### src/rtl/pipe_stage_skid.sv
// -----------------------------------------------------------------------------
// pipe_stage_skid
//
// Parametrised pipeline stage register with valid/ready flow control and a
// two-entry skid buffer. Carries one control bundle and one data bundle per
// instruction. Flush squashes everything held, for bubble insertion on a
// redirect. The control output is forced to zero whenever the stage holds no
// valid instruction, so an empty stage never asserts RegWrite/MemWrite/etc.
//
// Ports
//   Clk        clock, all state changes on the rising edge
//   Rst        synchronous active-high reset
//   Flush      synchronous squash of all held entries (and of any offered entry)
//   in_valid   upstream presents an instruction
//   in_ready   stage can accept (registered, a function of state only)
//   in_ctrl    upstream control bundle
//   in_data    upstream data bundle
//   out_valid  downstream entry valid
//   out_ready  downstream accepts
//   out_ctrl   control bundle, zero when out_valid is low
//   out_data   data bundle, holds its last value when out_valid is low
//   occupancy  number of entries held (0, 1 or 2)
// -----------------------------------------------------------------------------
module pipe_stage_skid #(
    parameter int DATA_W = 32,
    parameter int CTRL_W = 8
) (
    input  logic              Clk,
    input  logic              Rst,
    input  logic              Flush,
    input  logic              in_valid,
    output logic              in_ready,
    input  logic [CTRL_W-1:0] in_ctrl,
    input  logic [DATA_W-1:0] in_data,
    output logic              out_valid,
    input  logic              out_ready,
    output logic [CTRL_W-1:0] out_ctrl,
    output logic [DATA_W-1:0] out_data,
    output logic [1:0]        occupancy
);

    // Encoding equals the number of held entries, so occupancy is the state.
    typedef enum logic [1:0] {
        ST_EMPTY = 2'd0,
        ST_ONE   = 2'd1,
        ST_FULL  = 2'd2
    } state_t;

    state_t            r_state;
    state_t            w_state_next;

    logic              r_in_ready;
    logic              r_out_valid;
    logic [CTRL_W-1:0] r_main_ctrl;
    logic [DATA_W-1:0] r_main_data;
    logic [CTRL_W-1:0] r_skid_ctrl;
    logic [DATA_W-1:0] r_skid_data;

    logic              w_accept;
    logic              w_consume;
    logic              w_load_main_in;
    logic              w_load_main_skid;
    logic              w_load_skid;

    assign w_accept  = in_valid & r_in_ready;
    assign w_consume = r_out_valid & out_ready;

    // ---------------------------------------------------------------------
    // State register. in_ready and out_valid are kept as their own flops,
    // loaded from the next state, so neither output has any combinational
    // path from the handshake inputs.
    // ---------------------------------------------------------------------
    always_ff @(posedge Clk) begin
        if (Rst) begin
            r_state     <= ST_EMPTY;
            r_in_ready  <= 1'b1;
            r_out_valid <= 1'b0;
        end else begin
            r_state     <= w_state_next;
            r_in_ready  <= (w_state_next != ST_FULL);
            r_out_valid <= (w_state_next != ST_EMPTY);
        end
    end

    // ---------------------------------------------------------------------
    // Next state and register load enables.
    // ---------------------------------------------------------------------
    always_comb begin
        w_state_next     = r_state;
        w_load_main_in   = 1'b0;
        w_load_main_skid = 1'b0;
        w_load_skid      = 1'b0;

        case (r_state)
            ST_EMPTY: begin
                if (w_accept) begin
                    w_load_main_in = 1'b1;
                    w_state_next   = ST_ONE;
                end
            end
            ST_ONE: begin
                if (w_accept && w_consume) begin
                    w_load_main_in = 1'b1;
                end else if (w_consume) begin
                    w_state_next = ST_EMPTY;
                end else if (w_accept) begin
                    w_load_skid  = 1'b1;
                    w_state_next = ST_FULL;
                end
            end
            ST_FULL: begin
                // in_ready is low here, so nothing can be accepted.
                if (w_consume) begin
                    w_load_main_skid = 1'b1;
                    w_state_next     = ST_ONE;
                end
            end
            default: begin
                w_state_next = ST_EMPTY;
            end
        endcase

        // A flush drops everything, including an entry offered this cycle.
        // Loads are suppressed so out_data keeps the last held value.
        if (Flush) begin
            w_state_next     = ST_EMPTY;
            w_load_main_in   = 1'b0;
            w_load_main_skid = 1'b0;
            w_load_skid      = 1'b0;
        end
    end

    // ---------------------------------------------------------------------
    // Entry registers. Only reset clears them; flush leaves them alone.
    // ---------------------------------------------------------------------
    always_ff @(posedge Clk) begin
        if (Rst) begin
            r_main_ctrl <= '0;
            r_main_data <= '0;
            r_skid_ctrl <= '0;
            r_skid_data <= '0;
        end else begin
            if (w_load_main_in) begin
                r_main_ctrl <= in_ctrl;
                r_main_data <= in_data;
            end else if (w_load_main_skid) begin
                r_main_ctrl <= r_skid_ctrl;
                r_main_data <= r_skid_data;
            end
            if (w_load_skid) begin
                r_skid_ctrl <= in_ctrl;
                r_skid_data <= in_data;
            end
        end
    end

    assign in_ready  = r_in_ready;
    assign out_valid = r_out_valid;
    assign out_ctrl  = r_out_valid ? r_main_ctrl : '0;
    assign out_data  = r_main_data;
    assign occupancy = r_state;

endmodule

### config.mk
export PLATFORM = sky130hd
export DESIGN_NAME = pipe_stage_skid
export DESIGN_NICKNAME = d
export VERILOG_FILES = /design/src/rtl/pipe_stage_skid.sv
export SDC_FILE = /design/constraint.sdc
export NUM_CORES = 1
export LEC_CHECK = 0
export CORE_ASPECT_RATIO = 0.5
export CORE_MARGIN = 8
export CORE_UTILIZATION = 45
export CTS_CLUSTER_SIZE = 28
export DETAILED_ROUTE_END_ITERATION = 12
export GPL_TIMING_DRIVEN = 0
export PLACE_DENSITY = 0.73
export SYNTH_ARGS = -nofsm -noshare
export SYNTH_HDL_FRONTEND = slang
export SYNTH_SLANG_ARGS = --single-unit
### constraint.sdc
create_clock -name Clk -period 3.88 [get_ports Clk]
set_clock_uncertainty 0.15 [all_clocks]
set_input_delay 0.776 -clock Clk [delete_from_list [all_inputs] [get_ports Clk]]
set_output_delay 0.776 -clock Clk [all_outputs]
set_load 0.03 [all_outputs]
# After elaboration in Yosys (flattened, before gate mapping)
# Index checks and enable logic that the tools add are counted.
[totals]
reg_bits = 84
in_bits = 45
out_inout_bits = 44
word_cells = 39
[classes]
n_eq_ne = 3
muxes = 23
n_bitwise = 2
reduce_logical = 4
[op_table]
columns = ["operator", "count"]
rows = [
  ["32-bit 2-to-1 mux", 2],
  ["8-bit 2-to-1 mux", 3],
  ["2-bit 2-to-1 mux", 6],
  ["1-bit 2-to-1 mux", 10],
  ["2-bit case mux with 3 select lines", 1],
  ["2-bit nonzero test", 2],
  ["1-bit AND", 2],
  ["2-bit by 1-bit == test with 1-bit output (second input constant)", 1],
  ["2-bit == test (second input constant)", 1],
  ["2-bit logical NOT", 1],
  ["2-bit != test (second input constant)", 1],
  ["1-bit case mux with 2 select lines", 1],
  ["1-bit logical AND", 1],
]

# Depth between registers and ports, before layout
[logic_depth]
depth_word = 7
ltp_mapped = 6
depth_no_buf = 3

# Least setup slack after synthesis
# Ideal clock, no wire load.
[synth_timing]
path_kind = "register -> output"
from = "register r_out_valid (netlist: out_valid)"
to = "output port out_ctrl[0]"
arrival_time_ns = 1.051
required_ns = 2.954
setup_slack_ns = 1.903
path_stages_with_launch = 3
cell_sequence = "dfxtp_1 > buf_2 > and2_1"
[synth_via]
elab_chain_len = 1
[synth_lines]
columns = ["element", "line", "rtl"]
rows = [
  ["start: declaration", "53", "logic r_out_valid;"],
  ["start signal: assignment", "81", "r_out_valid <= (w_state_next != ST_EMPTY);"],
  ["8-bit 2-to-1 mux", "159", "assign out_ctrl = r_out_valid ? r_main_ctrl : '0;"],
  ["end: declaration", "37", "output logic [CTRL_W-1:0] out_ctrl,"],
]
# No other way between the ends.

# Final worst setup path
# Ends and elaborated chain as after synthesis.

==> results.txt <==
For this block, the via count after detailed routing is 3981. The run finished with clean final reports. The number of maximum-capacitance constraint violations is 0. The worst setup path is launched from a register. The fraction of power spent switching nets is 25.6%. For the worst flop-to-flop path, the logic depth is 5.

The fraction of post-synthesis cell area in the top cell type by area came out at 43.9%. The number of synthesis warnings came out at 0. TritonCTS built the clock tree. For this run, the leading register cell type out of synthesis is dfxtp_1. Summed over all failing endpoints, the final setup total negative slack is 0 ns. The row count came out at 23.

Setup violations remaining at the end of the flow were counted as 0. The final net count came out at 594. The clock tree root driver cell is clkbuf_16. The count of nets left with antenna violations once routing finished came out at 0. For this design, the slowest cell found on the critical path is clkdlybuf4s50_1. The relative contribution of sequential cells to total power is 43.8%. The die covers 11900 µm².

The number of cells upsized or downsized after cts is 0. The count of hold buffers inserted by post-cts repair is 0. The number of sinks on the clock net is 84.

The routed wire length came out at 11.9 mm. Buffers inserted during clock tree synthesis total 9. The path class of the tightest hold or removal check is reg -> reg. Traced cell by cell, the critical path runs through buf_2 > and2_1 > clkdlybuf4s50_1. Setup repair after global routing left no endpoint under its margin.

The starting DRC count in detailed routing is 382. The timing-limited maximum frequency came out at 372 MHz. The number of global-route vias before repair is 3765. The effective utilization at floorplan came out at 47.2%. The relative contribution of the clock network to total power is 40.5%.

The worst path uses 69.4% of the clock period. The required time at the worst-slack endpoint is 2.95 ns. The largest vdd supply drop came out at 208 µV. The share of synthesized registers carrying an async set or reset is 0%. The cell area after technology mapping came out at 3830 µm². After detailed routing, the average wire length per cell comes to 17.8 µm. The first-pass GRT wire length is 19.2 mm. In this run the power spent charging and discharging nets is 538 µW. The depth of the CTS H-tree came out at 3.

The critical path's largest stage delay is 0.67 ns. The flip-flop and latch area came out at 1680 µm². The number of DRC violations after detailed routing is 0. Detailed placement finished with a half-perimeter wire length of 8.19 mm. Summing all multi-input logic gate instances after layout gives 1840 µm². The part of the Yosys area used for sequential elements came out at 43.9%. The initial antenna violation count came out at 0.

The worst path needs 2.69 ns of the cycle, external delays included. The highest fanout seen on the critical path is 10. The clock-pin slew reported for the worst setup and hold paths after clock tree synthesis is 0.06 ns.

At the pin with the least slew margin, the transition time is 0.492 ns. After filler insertion, the fill cell instance count of the layout stands at 721. The post-CTS setup buffer count came out at 0. At the worst endpoint, the arrival time is 1.76 ns. The standby leakage power came out at 1.67 nW. Leaving out fill and tap cells, the most frequent cell in the layout is clkdlybuf4s50_1.

The biggest area contributor in the post-synthesis netlist is dfxtp_1. The post-detailed-route via-to-cell ratio came out at 5.98. The number of enable flip-flop cells after synthesis came out at 0. After floorplanning, the core was sized to cover 8120 µm². The final setup slack of the worst path is 1.19 ns.

From bottom edge to top edge, the die measures 81.2 µm. The number of storage elements in the synthesis netlist came out at 84. The number of buffers added on ports is 87.

Timing analysis after detailed placement gives a worst setup slack of 1.22 ns. The die span in x is 146 µm. The number of distinct standard cells referenced by the synthesized netlist is 29. The I/O pin total is 89. The number of slew-limit violations in the final report was 0.

The internal power consumption is 1.56 mW. The final-report hold violation count came out at 0. The routability congestion estimate from global placement came out at 0.799.

The mean area per synthesized cell came out at 8.49 µm². No sink is reached through more buffers than the 2 on the longest clock path. The power density over cell area is 409 nW/µm². The latest clock arrival within the worst-skew pair is 0.33 ns. The global-route congestion overflow total is 0. Compared with the post-synthesis result, the final layout area differs by 34.3%. The number of diodes added for antenna fixing is 0.

For this run, the total global-route usage over all layers was measured as 19.7%. When the netlist entered floorplanning its net count stood at 496. In the layout the commonest cells are clkdlybuf4s50_1, dfxtp_1, o21ai_0.

Entering global routing, the biggest net connects 13 pins. The count of cells along the worst hold path came out at 2. The combinational fraction of design power is 15.7%. The total iterations of the first detailed-routing run came out at 5. Synthesis handed over a netlist of 451 instances. The share of post-route cells with drive strength above 1 is 8.66%. Headroom to the max-slew limit came out at 67.2%. STA classifies the critical path endpoint as an output pin.

Yosys attributes the largest share of cell area to dfxtp_1, o21ai_0, a311oi_1. The critical path class is reg -> out.
-- Yosys cell counts, drive strengths merged (2+ instances only) --
cell,instances
and4b,2
nand2,3
nand3,40
buf,32
and2,8
a311oi,40
nand3b,41
a21oi,41
o21ai,81
dfxtp,84
clkbuf,27
nor3,40
-- worst max-delay path: cells and delay by family (launching register included) --
kind	cells	cell delay, ns
flops	1	0.38
simple gates	1	0.17
buf+inv	2	0.88
-- logic make-up (layout without fill, tap and decap cells) --
| group | Yosys count | after routing | synth area share (%) |
|---|---|---|---|
| AOI/OAI and AO/OA | 166 | 166 | 26.0 |
| and+or+nand+nor | 141 | 141 | 22.1 |
| buffers and inverters | 60 | 163 | 7.98 |
| DFF | 84 | 84 | 43.9 |
-- final cells by class --
class | instances | share of cell area [%]
plain buffers | 59 | 5.87
clock buffers | 16 | 5.87
inverters | 1 | 0.0730
multi-input cells | 307 | 35.8
flip-flops and latches | 84 | 32.7
well taps | 112 | 2.73
repair buffers | 87 | 16.9
-- layer usage --
metal | share of wire, % | vias up | track usage [%]
met1 | 47 | 1933 | 26.0
met3 | 6.2 | 23 | 4.38
li1 | - | 1891 | -
met5 | 0 | - | 0
met2 | 46 | 134 | 31.9
met4 | 1.5 | 0 | 6.42
-- path summary, 6_finish.rpt --
kind,from,end,slack [ns]
worst min register to register,r_skid_data[11]$_SDFFE_PP0P_,r_skid_data[11]$_SDFFE_PP0P_,0.32
worst max-delay path,out_valid$_SDFF_PP0_,out_ctrl[0],1.19
worst min-delay path,r_skid_data[11]$_SDFFE_PP0P_,r_skid_data[11]$_SDFFE_PP0P_,0.32
worst max register to register,out_valid$_SDFF_PP0_,out_data[27]$_SDFFE_PP0P_,2.07
-- power groups by stage --
stage / Clock [mW] / Sequential [mW] / Combinational, mW
2_1_floorplan: 0 / 0.986 / 0.126
6_report: 0.850 / 0.919 / 0.330
5_1_grt: 0.901 / 0.923 / 0.354
3_3_place_gp: 0 / 0.937 / 0.326
4_1_cts: 0.861 / 0.919 / 0.329
3_5_place_dp: 0 / 0.938 / 0.327
-- metrics by stage --
step	hold slack (ns)	power (mW)	cell area (µm²)	instances	utilization (%)
after floorplan	0.304	1.11	3830	451	-
after global placement	0.310	1.26	4840	650	59.6
after detailed placement	0.316	1.27	4840	650	59.6
after CTS	0.324	2.11	5140	666	63.3
after global routing	0.342	2.18	5140	666	63.3
final	0.324	2.10	5140	666	63.3
-- state kept, by name, summed over array words and instances, names as in the netlist --
name and flops:
out_data 32, r_skid_data 32, r_main_ctrl 8, r_skid_ctrl 8, occupancy 2, in_ready 1
out_valid 1
Power figures use the tool's default switching activity.
==> RTL edit: new RTL, same flow settings <==
Reset style: asynchronous (`Rst`), changed in 2 clocked blocks. Comments in the files are not updated.
--- a/src/rtl/pipe_stage_skid.sv
+++ b/src/rtl/pipe_stage_skid.sv
@@ -71,5 +71,5 @@
     // path from the handshake inputs.
     // ---------------------------------------------------------------------
-    always_ff @(posedge Clk) begin
+    always_ff @(posedge Clk or posedge Rst) begin
         if (Rst) begin
             r_state     <= ST_EMPTY;
@@ -134,5 +134,5 @@
     // Entry registers. Only reset clears them; flush leaves them alone.
     // ---------------------------------------------------------------------
-    always_ff @(posedge Clk) begin
+    always_ff @(posedge Clk or posedge Rst) begin
         if (Rst) begin
             r_main_ctrl <= '0;
Function: differs if Rst is asserted again (counterexample within 4 cycles, from zero or initial values and one cycle with Rst high); with Rst held inactive, the same outputs for 10 cycles.
==> RTL edit against the unedited design <==
- area after synthesis rose by 6.2%
- routed wire length fell by 9.5%
- hold slack improved by 0.036 ns
- critical path depth did not move
- via count fell by 20%
- register-to-register slack got worse by 0.32 ns
- global-route usage fell by 2.1 points
- worst setup slack got worse by 0.30 ns
- sequential cell count did not move
- design area rose by 5.1%
- highest routed layer unchanged
Power is not compared: it rests on default switching activity, and its combinational part moved more than twofold at a synthesized area within 25%.
==> RTL edit: results (changes against the unedited design) <==
| Metric | Value |
|---|---|
| Status | complete, no violations |
| Plain + repair buffers | 127 (-13%) |
| Critical path's largest stage delay | 0.68 ns |
| Worst R2R End | r_skid_data[17] |
| Met2 GRT Util | 27.2% (-4.7 points) |
| Met1 wire length | 4830 µm (-13%) |
| Clock network area share | 5.12% (-0.75 points) |
| 1st-iter DRT viols | 301 (-21%) |
| Hold Crit Endpoint | r_skid_data[13] |
| Reg-to-reg startpoint | occupancy[0] |
| Multi-Input Combinational | 225 (-27%) |
| Clkbuf count | 12 (-4) |
| Hold Crit Start | r_skid_data[13] |
| Area of the multi-input gates | 1740 µm² (-5.7%) |
| Vias in the first global route | 3330 (-12%) |
| Hold Crit Depth | 1 (-1) |
| Sequential cell area share | 38.9% (+6.2 points) |
| Sequential-to-total area share from yosys stat | 51.7% (+7.8 points) |
| DP HPWL | 7330 µm (-10%) |
| IO buf count | 88 (+1.1%) |
| Top-count cell post-synth | dfrtp_1 |
| Worst Setup SP | out_valid |
| Post-Syn Nets | 394 (-21%) |
| Drt pass-1 iters | 4 (-1) |
| Met1 Use GR | 24.0% (-2.0 points) |
| # fillers | 686 (-4.9%) |
| NonClk Buf Share | 20.9% (-1.9 points) |
| Crit path arrival time | 2.06 ns (+0.30 ns) |
| Top cells by area, synth | dfrtp_1, mux2_4, nand3b_1 |
| Share of post-route cells with drive strength above 1 | 14.8% (+6.2 points) |
| GRT met3 Usage | 4.38% (about the same) |
| Inverters, non-clock | 2 (+1) |
| Final Net Count | 494 (-17%) |
| Final ANT Viol Nets | 0 (unchanged) |
| GR Util All Layers | 17.6% (-2.1 points) |
| Wire per inst | 18.9 µm (+6.0%) |
| First-pass GRT wire length | 17700 µm (-7.5%) |
| Met3 wire length | 645 µm (-12%) |
| Largest net degree at the start of global routing | 69 (+56) |
| Placer Congestion | 0.768 (-3.9%) |
| Worst Setup EP | out_ctrl[7] |
| Max-slew headroom | 64.7% (-2.6 points) |
| Vias | 3192 (-20%) |
| Async S/R FF share, synth | 100% (+100 points) |
[RTL edit: cell types whose count changed after synthesis, moves of 5 or more]
cell / before / now
a31oi_1: 0 / 40
buf_2: 23 / 4
nand3_1: 40 / 0
dfxtp_1: 84 / 0
o21ai_0: 76 / 40
a311oi_1: 40 / 0
mux2_4: 0 / 40
o21ai_1: 5 / 0
dfrtp_1: 0 / 83
a21oi_1: 41 / 3
[RTL edit: per-stage QoR]
step	hold WS [ns]	instance area [µm²]	std cells	TNS, ns	setup WS (ns)
2_1_floorplan	0.332	4070	349	0	0.791
3_3_place_gp	0.341	5090	554	-46.27	-0.564
3_5_place_dp	0.344	5120	555	0	0.955
4_1_cts	0.362	5400	569	0	0.868
5_1_grt	0.370	5400	569	0	0.762
6_report	0.360	5400	569	0	0.893
[RTL edit: cells by family after synthesis]
family	after synthesis	share of synthesized area, %
AO/OA/AOI/OAI	87	12.6
buffers and inverters	40	5.60
flip-flops	84	51.7
multiplexers	40	14.8
AND/OR/NAND/NOR	98	15.3
